--- src/rtl/ps2_host_tx.sv ---
// ps2_host_tx: open-drain PS/2 host-to-device byte transmitter with ACK check and watchdog.
// Optional PS2_TX_RETRY_EN: one silent retry of the same byte after a NACK or timeout.
module ps2_host_tx #(
    parameter int INHIBIT_CYCLES = 5000,
    parameter int TIMEOUT_CYCLES = 1000000
) (
    input  logic       i_clk,
    input  logic       i_rst_n,
    input  logic [7:0] i_data,
    input  logic       i_DV,
    output logic       o_busy,
    output logic       o_done,
    output logic       o_error,
    output logic       o_rx_inhibit,
    input  logic       i_ps2_clk,
    input  logic       i_ps2_data,
    output logic       o_ps2_clk_oe,
    output logic       o_ps2_data_oe
);
    localparam int MAXC = (INHIBIT_CYCLES > TIMEOUT_CYCLES) ? INHIBIT_CYCLES : TIMEOUT_CYCLES;
    localparam int CW = $clog2(MAXC + 1);
    localparam logic [CW-1:0] INH_LAST = CW'(INHIBIT_CYCLES - 1);
    localparam logic [CW-1:0] TO_LAST = CW'(TIMEOUT_CYCLES - 1);
    localparam logic [CW-1:0] CNT_MAX = {CW{1'b1}};
    typedef enum logic [2:0] {IDLE, INHIBIT, REQ, SHIFT, ACK, RELEASE} state_t;
    state_t state, state_n;
    logic [1:0] clk_sync, data_sync;
    logic clk_prev, fall;
    logic [9:0] shreg, shreg_n;
    logic [CW-1:0] cnt, cnt_n, wd, wd_n;
    logic [3:0] edges, edges_n;
    logic nack, nack_n;
    logic clk_oe_n, data_oe_n, busy_n, done_n, error_n;
    logic wd_on, timeout, finish, fail, can_retry;

    assign fall = clk_prev & ~clk_sync[1];
    assign o_rx_inhibit = o_busy;
    // The watchdog only runs once the clock line has been handed to the device.
    assign wd_on = (state == REQ && !o_ps2_clk_oe) || state == SHIFT || state == ACK;
    assign timeout = wd_on && wd == TO_LAST;
    assign finish = state == RELEASE && clk_sync[1] && data_sync[1];
    assign fail = timeout || (finish && nack);

`ifdef PS2_TX_RETRY_EN
    logic retried;
    always_ff @(posedge i_clk) begin
        if (!i_rst_n || state == IDLE)
            retried <= 1'b0;
        else if (fail)
            retried <= 1'b1;
    end
    assign can_retry = ~retried;
`else
    assign can_retry = 1'b0;
`endif

    always_comb begin
        state_n = state;
        shreg_n = shreg;
        cnt_n = cnt;
        wd_n = (wd_on && wd != CNT_MAX) ? wd + CW'(1) : wd;
        edges_n = edges;
        nack_n = nack;
        clk_oe_n = o_ps2_clk_oe;
        data_oe_n = o_ps2_data_oe;
        busy_n = o_busy;
        done_n = 1'b0;
        error_n = 1'b0;
        case (state)
            IDLE: begin
                busy_n = 1'b0;
                clk_oe_n = 1'b0;
                data_oe_n = 1'b0;
                // o_busy is still high on the o_done cycle, which blocks a same-cycle restart.
                if (i_DV && !o_busy) begin
                    shreg_n = {1'b1, ~^i_data, i_data};
                    cnt_n = '0;
                    nack_n = 1'b0;
                    busy_n = 1'b1;
                    clk_oe_n = 1'b1;
                    state_n = INHIBIT;
                end
            end
            INHIBIT: begin
                cnt_n = (cnt == CNT_MAX) ? cnt : cnt + CW'(1);
                if (cnt == INH_LAST) begin
                    data_oe_n = 1'b1;
                    state_n = REQ;
                end
            end
            REQ: begin
                if (o_ps2_clk_oe) begin
                    clk_oe_n = 1'b0;
                    wd_n = '0;
                end else if (fall) begin
                    data_oe_n = ~shreg[0];
                    edges_n = 4'd1;
                    state_n = SHIFT;
                end
            end
            SHIFT: begin
                if (fall) begin
                    data_oe_n = ~shreg[edges];
                    edges_n = edges + 4'd1;
                    state_n = (edges == 4'd9) ? ACK : SHIFT;
                end
            end
            ACK: begin
                if (fall) begin
                    nack_n = data_sync[1];
                    state_n = RELEASE;
                end
            end
            default: ;
        endcase
        if (timeout || finish) begin
            clk_oe_n = 1'b0;
            data_oe_n = 1'b0;
            if (fail && can_retry) begin
                cnt_n = '0;
                clk_oe_n = 1'b1;
                state_n = INHIBIT;
            end else begin
                done_n = 1'b1;
                error_n = fail;
                state_n = IDLE;
            end
        end
    end

    always_ff @(posedge i_clk) begin
        if (!i_rst_n) begin
            clk_sync <= 2'b11;
            data_sync <= 2'b11;
            clk_prev <= 1'b1;
            state <= IDLE;
            shreg <= '0;
            cnt <= '0;
            wd <= '0;
            edges <= '0;
            nack <= 1'b0;
            o_ps2_clk_oe <= 1'b0;
            o_ps2_data_oe <= 1'b0;
            o_busy <= 1'b0;
            o_done <= 1'b0;
            o_error <= 1'b0;
        end else begin
            clk_sync <= {clk_sync[0], i_ps2_clk};
            data_sync <= {data_sync[0], i_ps2_data};
            clk_prev <= clk_sync[1];
            state <= state_n;
            shreg <= shreg_n;
            cnt <= cnt_n;
            wd <= wd_n;
            edges <= edges_n;
            nack <= nack_n;
            o_ps2_clk_oe <= clk_oe_n;
            o_ps2_data_oe <= data_oe_n;
            o_busy <= busy_n;
            o_done <= done_n;
            o_error <= error_n;
        end
    end
endmodule

--- config.mk ---
export PLATFORM = sky130hd
export DESIGN_NAME = ps2_host_tx
export DESIGN_NICKNAME = d
export VERILOG_FILES = /design/src/rtl/ps2_host_tx.sv
export SDC_FILE = /design/constraint.sdc
export NUM_CORES = 1
export LEC_CHECK = 0
export CAP_MARGIN = 0
export CORE_MARGIN = 3
export CORE_UTILIZATION = 45
export CTS_BUF_LIST = sky130_fd_sc_hd__clkbuf_4 sky130_fd_sc_hd__clkbuf_8 sky130_fd_sc_hd__clkbuf_16
export CTS_CLUSTER_DIAMETER = 120
export CTS_CLUSTER_SIZE = 14
export DETAILED_ROUTE_END_ITERATION = 16
export HOLD_SLACK_MARGIN = 0.05
export PLACE_DENSITY = 0.72
export SETUP_SLACK_MARGIN = 0.1
export SYNTH_ARGS = -nofsm -noshare
export SYNTH_HDL_FRONTEND = slang
export SYNTH_SLANG_ARGS = --single-unit
--- constraint.sdc ---
create_clock -name i_clk -period 2.85 [get_ports i_clk]
set_clock_uncertainty 0.15 [all_clocks]
set_input_delay 0.285 -clock i_clk [delete_from_list [all_inputs] [get_ports i_clk]]
set_output_delay 0.285 -clock i_clk [all_outputs]
set_load 0.02 [all_outputs]
==> impl_metrics.yaml, run 1 <==
synth:
  synth_area_mm2: 0.00354
  synthMuxAreaShare: 0.0230
  syn_nets: 446
  synth_area_leader_cell: "dfxtp_1"
  syn_inst: 429
  post-synth-top-area-fraction: 0.384
  ys_seq_elements: 68
  synth-xor-area-share: 0.0569
  synth_top_family_by_area: "simple AND/OR/NAND/NOR gates"
  synth_area_leaders: "dfxtp_1 (38%), xnor2_1 (4.7%), nand2_1 (4.7%)"
  synth_area_per_cell_um2: 8.26
  ys.flop_type: "dfxtp_1"
  synth.most_common_cell: "dfxtp_1"
  synth_common_cells: "dfxtp_1 (68), nand2_1 (44), nor2_1 (38)"
  synth_fa_ha_area_frac: 0.0141
  synthArstFlopShare: 0
  synth.distinct_cells: 55
  synth_edf_count: 0
  yosys_warnings: 0
  synth-simple-area-share: 0.300
  yosysSeqAreaShare: 0.384
  synth-compound-area-share: 0.188
worst_hold_path:
  worstHoldPathType: "reg2reg"
finish:
  fin_nets: 465
  antenna_cells: 0
  drive_gt1_frac: 0.0752
  layout-area-overhead-vs-synth_pct: 12.9
grt:
  grt-ovfl-total: 0
  grt_pass1_vias: 3049
  grt_pass1_wl_mm: 14.2
  track_usage: 0.197
  grt_max_degree: 29
  antenna_found_initial: 0
route:
  drtAntennaViolNets: 0
  firstDrtPassIters: 4
  drc_errors: 0
  drt_iter0_drc: 266
  via_per_inst: 5.75
  wl_per_cell_um: 14.5
  via_count: 3171
  routed_wl_mm: 7.98
critical_path:
  path_class: "reg2reg"
  crit_top_cell: "or4_1"
  crit_required_ns: 2.97
  startpoint_type: "flop"
  path_buf_inv: 0
  endpoint_kind: "flop"
  path_cells: "nand2b_2 -> a22oi_2 -> or4_1 -> or4_1 -> a21oi_1"
  cp_slowest_stage_delay_ns: 0.66
  cp_data_arrival_time_ns: 2.56
  crit_path_max_fanout: 10
  crit_family: "simple AND/OR/NAND/NOR gates"
  crit_path_top_delay_cell: "or4_1"
timing:
  timing.hold.ws_ns: 0.257
  period_minus_slack_ns: 2.44
  final_max_slew_viol_count: 0
  worstMarginPinSlew_ns: 0.759
  finalSetupViolations: 0
  fin_tns_setup_ns: 0
  max_freq_ghz: 0.410
  maxSlewHeadroom: 0.491
  timing.final.crit_share: 0.855
  rsz0062_at_grt: "false"
  finalHoldViolations: 0
cts:
  clkSlewWorstSetupHoldPaths_ns: 0.07
  root_buffer: "clkbuf_8"
  cts_hold_buf: 0
  htreeDepth: 3
  clk_path_buf_depth: 2
  cts.sinks: 68
  ctsResizeCount: 0
  numCtsBuffers: 9
  cts_tree: "done"
  clock_latency_ns: 0.34
  cts_setup_buffers: 0
placed_design:
  gp_congestion: 0.898
  port_buffers: 18
  dpl.hpwl_mm: 5.64
floorplan:
  core_region_area_mm2: 0.00745
  start_util: 0.476
  die_y_um: 94.7
  fp.dieW_um: 94.7
  rows: 31
  ioPinCount: 19
  dieArea_mm2: 0.00897
power:
  power_mw: 1.83
  p_leak_nw: 1.24
  p_per_area_mw_per_mm2: 456
  ir_drop_v: 0.000319
job:
  cap_viol_max_count: 0
run_status:
  status: "completed"
logic make-up (layout without fill, tap and decap cells):
kind of cell               Yosys count  in the layout
xor gates and xnor gates            23             23
DFF                                 68             68
buffers and inverters               29             52
and+or+nand+nor                    201            201
muxes                                8              8
AOI/OAI and AO/OA                   96             96
adders and majority gates            4              4
cells in the final DEF, fill, tap and decap left out, types with 9 or more instances in the layout:
master / Yosys / layout
xnor2_1: 19 / 19
a21oi_1: 18 / 18
or4_1: 13 / 13
clkdlybuf4s50_1: 0 / 18
nor2_1: 38 / 38
clkbuf_8: 0 / 9
nand3_1: 23 / 23
o21ai_0: 9 / 9
nand4_1: 15 / 15
dfxtp_1: 68 / 68
buf_4: 2 / 11
nand2b_1: 12 / 12
a21boi_0: 11 / 11
nand2_1: 44 / 44
o31ai_1: 11 / 11
stage by stage:
stage                     cells  utilization  cell area, µm²  setup slack [ns]
after floorplan             429            -            3540             0.691
after detailed placement    536        0.516            3840             0.421
final                       551        0.537            4000             0.414
after CTS                   551        0.537            4000             0.427
after global placement      536        0.516            3840             0.509
after global routing        551        0.537            4000             0.230
layer usage:
metal  track usage  wire length, µm
met3        0.0367              450
met1         0.265             3720
met5             0                0
met2         0.312             3670
met4        0.0805              142
where the power goes:
group / internal (mW) / switching, mW
Combinational: 0.0724 / 0.0853
Clock: 0.336 / 0.345
Sequential: 0.970 / 0.0174
Total: 1.38 / 0.448
flip-flops by register name, indices dropped and copies added, names as in the netlist, 2 cells and up:
register,cells
edges,4
data_sync,2
wd,20
cnt,20
state,3
clk_sync,2
shreg,10
path summary, 6_finish.rpt:
path                     start      endpoint  slack, ns  cells after the start
setup / recovery      state[0]        wd[14]       0.41                      5
hold reg to reg   data_sync[0]  data_sync[1]       0.26                      1
hold / removal    data_sync[0]  data_sync[1]       0.26                      1
setup reg to reg      state[0]        wd[14]       0.41                      5
area by class of cell:
cell class                 count  area, µm²
clock inverter                 3       15.0
inverter                       8       30.0
fill                         720       3450
tap                           99        124
multi-input combinational    332       2060
timing repair buffer          29        263
clock buffer                  12        146
sequential                    68       1360
Note: power is estimated with default switching activity, not from simulation.
==> inputs of run 2 (changes only) <==
--- a/config.mk
+++ b/config.mk
@@ -7,14 +7,14 @@
 export LEC_CHECK = 0
 export CAP_MARGIN = 0
 export CORE_MARGIN = 3
-export CORE_UTILIZATION = 45
+export CORE_UTILIZATION = 44
 export CTS_BUF_LIST = sky130_fd_sc_hd__clkbuf_4 sky130_fd_sc_hd__clkbuf_8 sky130_fd_sc_hd__clkbuf_16
 export CTS_CLUSTER_DIAMETER = 120
 export CTS_CLUSTER_SIZE = 14
 export DETAILED_ROUTE_END_ITERATION = 16
+export GPL_TIMING_DRIVEN = 1
 export HOLD_SLACK_MARGIN = 0.05
-export PLACE_DENSITY = 0.72
-export SETUP_SLACK_MARGIN = 0.1
+export PLACE_DENSITY = 0.71
 export SYNTH_ARGS = -nofsm -noshare
 export SYNTH_HDL_FRONTEND = slang
 export SYNTH_SLANG_ARGS = --single-unit
==> run 2 against run 1 <==
Critical path depth unchanged. Register-to-register slack lost 0.02 ns. Total power up 1.4%. Via count rose by 0.41%. Setup slack got worse by 0.017 ns. Sequential power about the same. Global-route usage decreased by 1.4 points. Die area increased by 2.1%.
==> impl_metrics.yaml, run 2 (same netlist as run 1, synthesis figures left out) <==
placed_design:
  dpl.hpwl_mm: 5.65
  port_buffers: 18
  gp_congestion: 0.865
  pre_cts_ws_ns: 0.391
timing:
  period_minus_slack_ns: 2.45
  rsz0062_at_grt: "false"
  final_max_slew_viol_count: 0
  maxSlewHeadroom: 0.556
  timing.hold.ws_ns: 0.263
  worstMarginPinSlew_ns: 0.662
  fin_tns_setup_ns: 0
  max_freq_ghz: 0.408
  timing.final.crit_share: 0.861
  worst_slack_ns: 0.397
  finalSetupViolations: 0
  finalHoldViolations: 0
finish:
  antenna_cells: 0
  drive_gt1_frac: 0.0732
  fin_util: 0.517
  fin_nets: 464
  final_common_cell: "dfxtp_1"
  top_regs: "cnt x20, wd x20, shreg x10"
  layout-area-overhead-vs-synth_pct: 13.2
  final_cell_mix: "dfxtp_1 (68), nand2_1 (44), nor2_1 (38)"
critical_path:
  path_class: "reg2reg"
  startpoint_type: "flop"
  cp_data_arrival_time_ns: 2.58
  crit_path_max_fanout: 10
  crit_required_ns: 2.97
  reg2reg_from: "state[1]"
  endpoint_kind: "flop"
  r2r-end: "wd[14]"
  r2r_cells: 5
  r2r_setup_slack_ns: 0.40
grt:
  grt-ovfl-total: 0
  grt_pass1_wl_mm: 13.4
  track_usage: 0.183
  antenna_found_initial: 0
  grt_pass1_vias: 2900
  grt_max_degree: 19
cts:
  cts_tree: "done"
  clk_path_buf_depth: 2
  root_buffer: "clkbuf_8"
  ctsResizeCount: 0
  cts_setup_buffers: 0
  htreeDepth: 3
  cts_hold_buf: 0
  clkSlewWorstSetupHoldPaths_ns: 0.07
  numCtsBuffers: 9
  clock_latency_ns: 0.34
  cts.sinks: 68
floorplan:
  dieArea_mm2: 0.00917
  rows: 32
  start_util: 0.456
  ioPinCount: 19
  die_y_um: 95.7
  core_region_area_mm2: 0.00777
  fp.dieW_um: 95.7
power:
  p_leak_nw: 1.23
  p_per_area_mw_per_mm2: 462
  ir_drop_v: 0.000264
route:
  via_count: 3184
  drc_errors: 0
  via_per_inst: 5.76
  drt_iter0_drc: 136
  routed_wl_mm: 7.81
  firstDrtPassIters: 4
  drtAntennaViolNets: 0
  wl_per_cell_um: 14.1
worst_hold_path:
  worstHoldPathType: "reg2reg"
  hold-path-endpoint: "clk_sync[1]"
  min_path_cells: 1
  worst_hold_startpoint: "clk_sync[0]"
run_status:
  status: "completed"
job:
  cap_viol_max_count: 0
[run 2: cell types whose count changed in the layout (fill, tap and decap cells not counted)]
cell	previous run	this run
clkinvlp_4	0	2
buf_4	11	10
clkinv_4	0	1
clkbuf_4	3	2
clkbuf_8	9	10
clkinv_2	3	0
[run 2: worst max-delay path by stage]
| stage | start | to | slack, ns | cells after the start |
|---|---|---|---|---|
| 3_5_place_dp | i_DV | cnt[13] | 0.39 | 6 |
| 4_1_cts | state[1] | wd[14] | 0.41 | 5 |
| 2_1_floorplan | state[2] | wd[14] | 0.69 | 7 |
| 6_report | state[1] | wd[14] | 0.40 | 5 |
| 3_3_place_gp | i_DV | cnt[9] | 0.49 | 6 |
| 5_1_grt | state[1] | wd[14] | 0.27 | 5 |
[run 2: cell type report]
class	count	area, µm²
Clock buffer	12	153
Timing Repair Buffer	28	255
Tap cell	102	128
Fill cell	769	3750
Clock inverter	3	23.8
Sequential cell	68	1360
Multi-Input combinational cell	332	2060
Inverter	8	30.0
[run 2: critical path, stage by stage, from the launching register on]
cell     delay (ns)
dfxtp_1        0.49
nor2b_1        0.25
a22oi_2        0.14
or4_1          0.65
or4_1          0.56
a21oi_1        0.15
[run 2: where the power goes]
group          internal [mW]  leakage, nW  switching (mW)  total, mW
clock network          0.356       0.0855           0.354      0.710
logic                 0.0704        0.593          0.0853      0.156
registers              0.970        0.551          0.0167      0.987
total                   1.40         1.23           0.456       1.85
[run 2: stage by stage]
step	total power, mW	cell area [µm²]	cells
floorplan	1.10	3540	429
global placement	1.16	3840	538
detailed placement	1.17	3840	538
CTS	1.88	4010	553
global route	1.94	4010	553
finish	1.85	4010	553
[run 2: routing by layer]
layer,wire [µm],global-route usage,vias up
li1,-,-,1629
met1,3710,0.244,1490
met2,3630,0.291,56
met3,336,0.0383,9
met4,130,0.0711,0
met5,0,0,-
==> inputs of run 3 (changes only) <==
--- a/config.mk
+++ b/config.mk
@@ -15,6 +15,7 @@
 export GPL_TIMING_DRIVEN = 1
 export HOLD_SLACK_MARGIN = 0.05
 export PLACE_DENSITY = 0.71
+export REMOVE_ABC_BUFFERS = 1
 export SYNTH_ARGS = -nofsm -noshare
 export SYNTH_HDL_FRONTEND = slang
 export SYNTH_SLANG_ARGS = --single-unit
==> run 3 against run 2 <==
Global-route usage is 0.13 points higher. Total power rose by 4.6%. Clock power increased by 12%. Wire length is essentially flat. Worst hold slack worse by 0.0051 ns. Non-clock buffer count shrank 1. Critical path depth unchanged.
==> impl_metrics.yaml, run 3 (same netlist as run 1, synthesis figures left out) <==
run_status:
  status: "completed"
critical_path:
  cp_slowest_stage_delay_ns: 0.67
  crit_required_ns: 2.97
  path_class: "reg2reg"
  crit_path_start: "state[0]"
  startpoint_type: "flop"
  crit_path_max_fanout: 10
  path_depth: 5
  r2r-end: "wd[14]"
  path_buf_inv: 0
  reg2reg_from: "state[0]"
  endpoint_kind: "flop"
  crit_family: "simple AND/OR/NAND/NOR gates"
  path_cells: "nand2b_2 -> a22oi_2 -> or4_1 -> or4_1 -> a21oi_1"
  cp_data_arrival_time_ns: 2.62
  crit_path_top_delay_cell: "or4_1"
  crit_end: "wd[14]"
  crit_top_cell: "or4_1"
  r2r_setup_slack_ns: 0.36
  r2r_cells: 5
floorplan:
  die_y_um: 95.7
  core_region_area_mm2: 0.00777
  rows: 32
  ioPinCount: 19
  start_util: 0.456
  fp.dieW_um: 95.7
  dieArea_mm2: 0.00917
finish:
  layout-area-overhead-vs-synth_pct: 13.7
  fin_nets: 463
  multi_input_area_mm2: 0.00206
  final_common_cell: "dfxtp_1"
  antenna_cells: 0
  seq_area_mm2: 0.00136
  drive_gt1_frac: 0.0711
  nFillCells: 741
  final_cell_mix: "dfxtp_1 (68), nand2_1 (44), nor2_1 (38)"
  finalNonFillerCells: 552
  top_regs: "cnt x20, wd x20, shreg x10"
cts:
  ctsResizeCount: 0
  clock_latency_ns: 0.35
  cts.sinks: 68
  clkSlewWorstSetupHoldPaths_ns: 0.08
  clk_path_buf_depth: 2
  htreeDepth: 3
  cts_tree: "done"
  cts_hold_buf: 0
  root_buffer: "clkbuf_8"
  numCtsBuffers: 9
  cts_setup_buffers: 0
timing:
  maxSlewHeadroom: 0.476
  rsz0062_at_grt: "false"
  timing.final.crit_share: 0.875
  max_freq_ghz: 0.401
  worstMarginPinSlew_ns: 0.780
  finalHoldViolations: 0
  period_minus_slack_ns: 2.49
  finalSetupViolations: 0
  final_max_slew_viol_count: 0
  fin_tns_setup_ns: 0
grt:
  track_usage: 0.185
  antenna_found_initial: 0
  grt_max_degree: 26
  grt_pass1_vias: 2967
  grt_pass1_wl_mm: 13.4
  grt-ovfl-total: 0
placed_design:
  port_buffers: 18
  dp.cells: 537
  gp_congestion: 0.858
  dpl.hpwl_mm: 5.57
power:
  p_per_area_mw_per_mm2: 481
  power_mw: 1.94
  p_leak_nw: 1.23
  ir_drop_v: 0.000467
route:
  routed_wl_mm: 7.80
  wl_per_cell_um: 14.1
  drt_iter0_drc: 124
  drc_errors: 0
  via_per_inst: 5.76
  firstDrtPassIters: 5
  drtAntennaViolNets: 0
  via_count: 3180
worst_hold_path:
  worstHoldPathType: "reg2reg"
job:
  cap_viol_max_count: 0
==> run 3: cell types whose count changed in the layout (fill, tap and decap cells not counted) <==
| cell | previous run | this run |
|---|---|---|
| clkbuf_4 | 2 | 0 |
| buf_4 | 10 | 9 |
| bufinv_16 | 0 | 1 |
| clkinv_4 | 1 | 0 |
| clkinvlp_4 | 2 | 3 |
| inv_6 | 0 | 1 |
==> run 3: per-layer routing <==
layer / track usage / part of all wire / vias to the layer above
met5: 0 / 0 / -
met4: 0.0687 / 0.017 / 0
met3: 0.0469 / 0.052 / 15
met2: 0.295 / 0.46 / 75
met1: 0.241 / 0.47 / 1467
li1: - / - / 1623
==> run 3: metrics by stage <==
stage               utilization  setup slack, ns  instance area, µm²  hold slack, ns
detailed placement        0.493            0.399                3830           0.242
global placement          0.493            0.447                3830           0.238
floorplan                     -            0.337                3450           0.208
global route              0.519            0.223                4030           0.278
finish                    0.519            0.357                4030           0.257
CTS                       0.519            0.365                4030           0.259
==> run 3: final cells by class <==
| class | instances | area share |
|---|---|---|
| Timing Repair Buffer | 27 | 0.0615 |
| Tap cell | 102 | 0.0317 |
| Multi-Input combinational cell | 332 | 0.512 |
| Sequential cell | 68 | 0.338 |
| Clock inverter | 5 | 0.0152 |
| Clock buffer | 10 | 0.0342 |
| Inverter | 8 | 0.00746 |
==> run 3: how the worst min path moves through the flow <==
stage	slack, ns	cells after the start	from	to
6_report	0.26	1	data_sync[0]	data_sync[1]
3_5_place_dp	0.24	1	data_sync[0]	data_sync[1]
2_1_floorplan	0.21	1	i_rst_n	clk_sync[0]
4_1_cts	0.26	1	data_sync[0]	data_sync[1]
5_1_grt	0.28	1	data_sync[0]	data_sync[1]
3_3_place_gp	0.24	1	clk_sync[0]	clk_sync[1]
==> run 3: power by group <==
| group | switching (mW) | internal, mW | leakage (nW) | total, mW |
|---|---|---|---|---|
| clock network | 0.372 | 0.426 | 0.0910 | 0.797 |
| logic | 0.0842 | 0.0695 | 0.588 | 0.154 |
| registers | 0.0167 | 0.970 | 0.551 | 0.987 |
==> run 3: worst reg2reg max path, delay by kind of cell (launching register included) <==
kind	cells	cell delay, ns
AND/OR/NAND/NOR	3	1.47
AO/OA/AOI/OAI	2	0.29
flip-flops	1	0.50
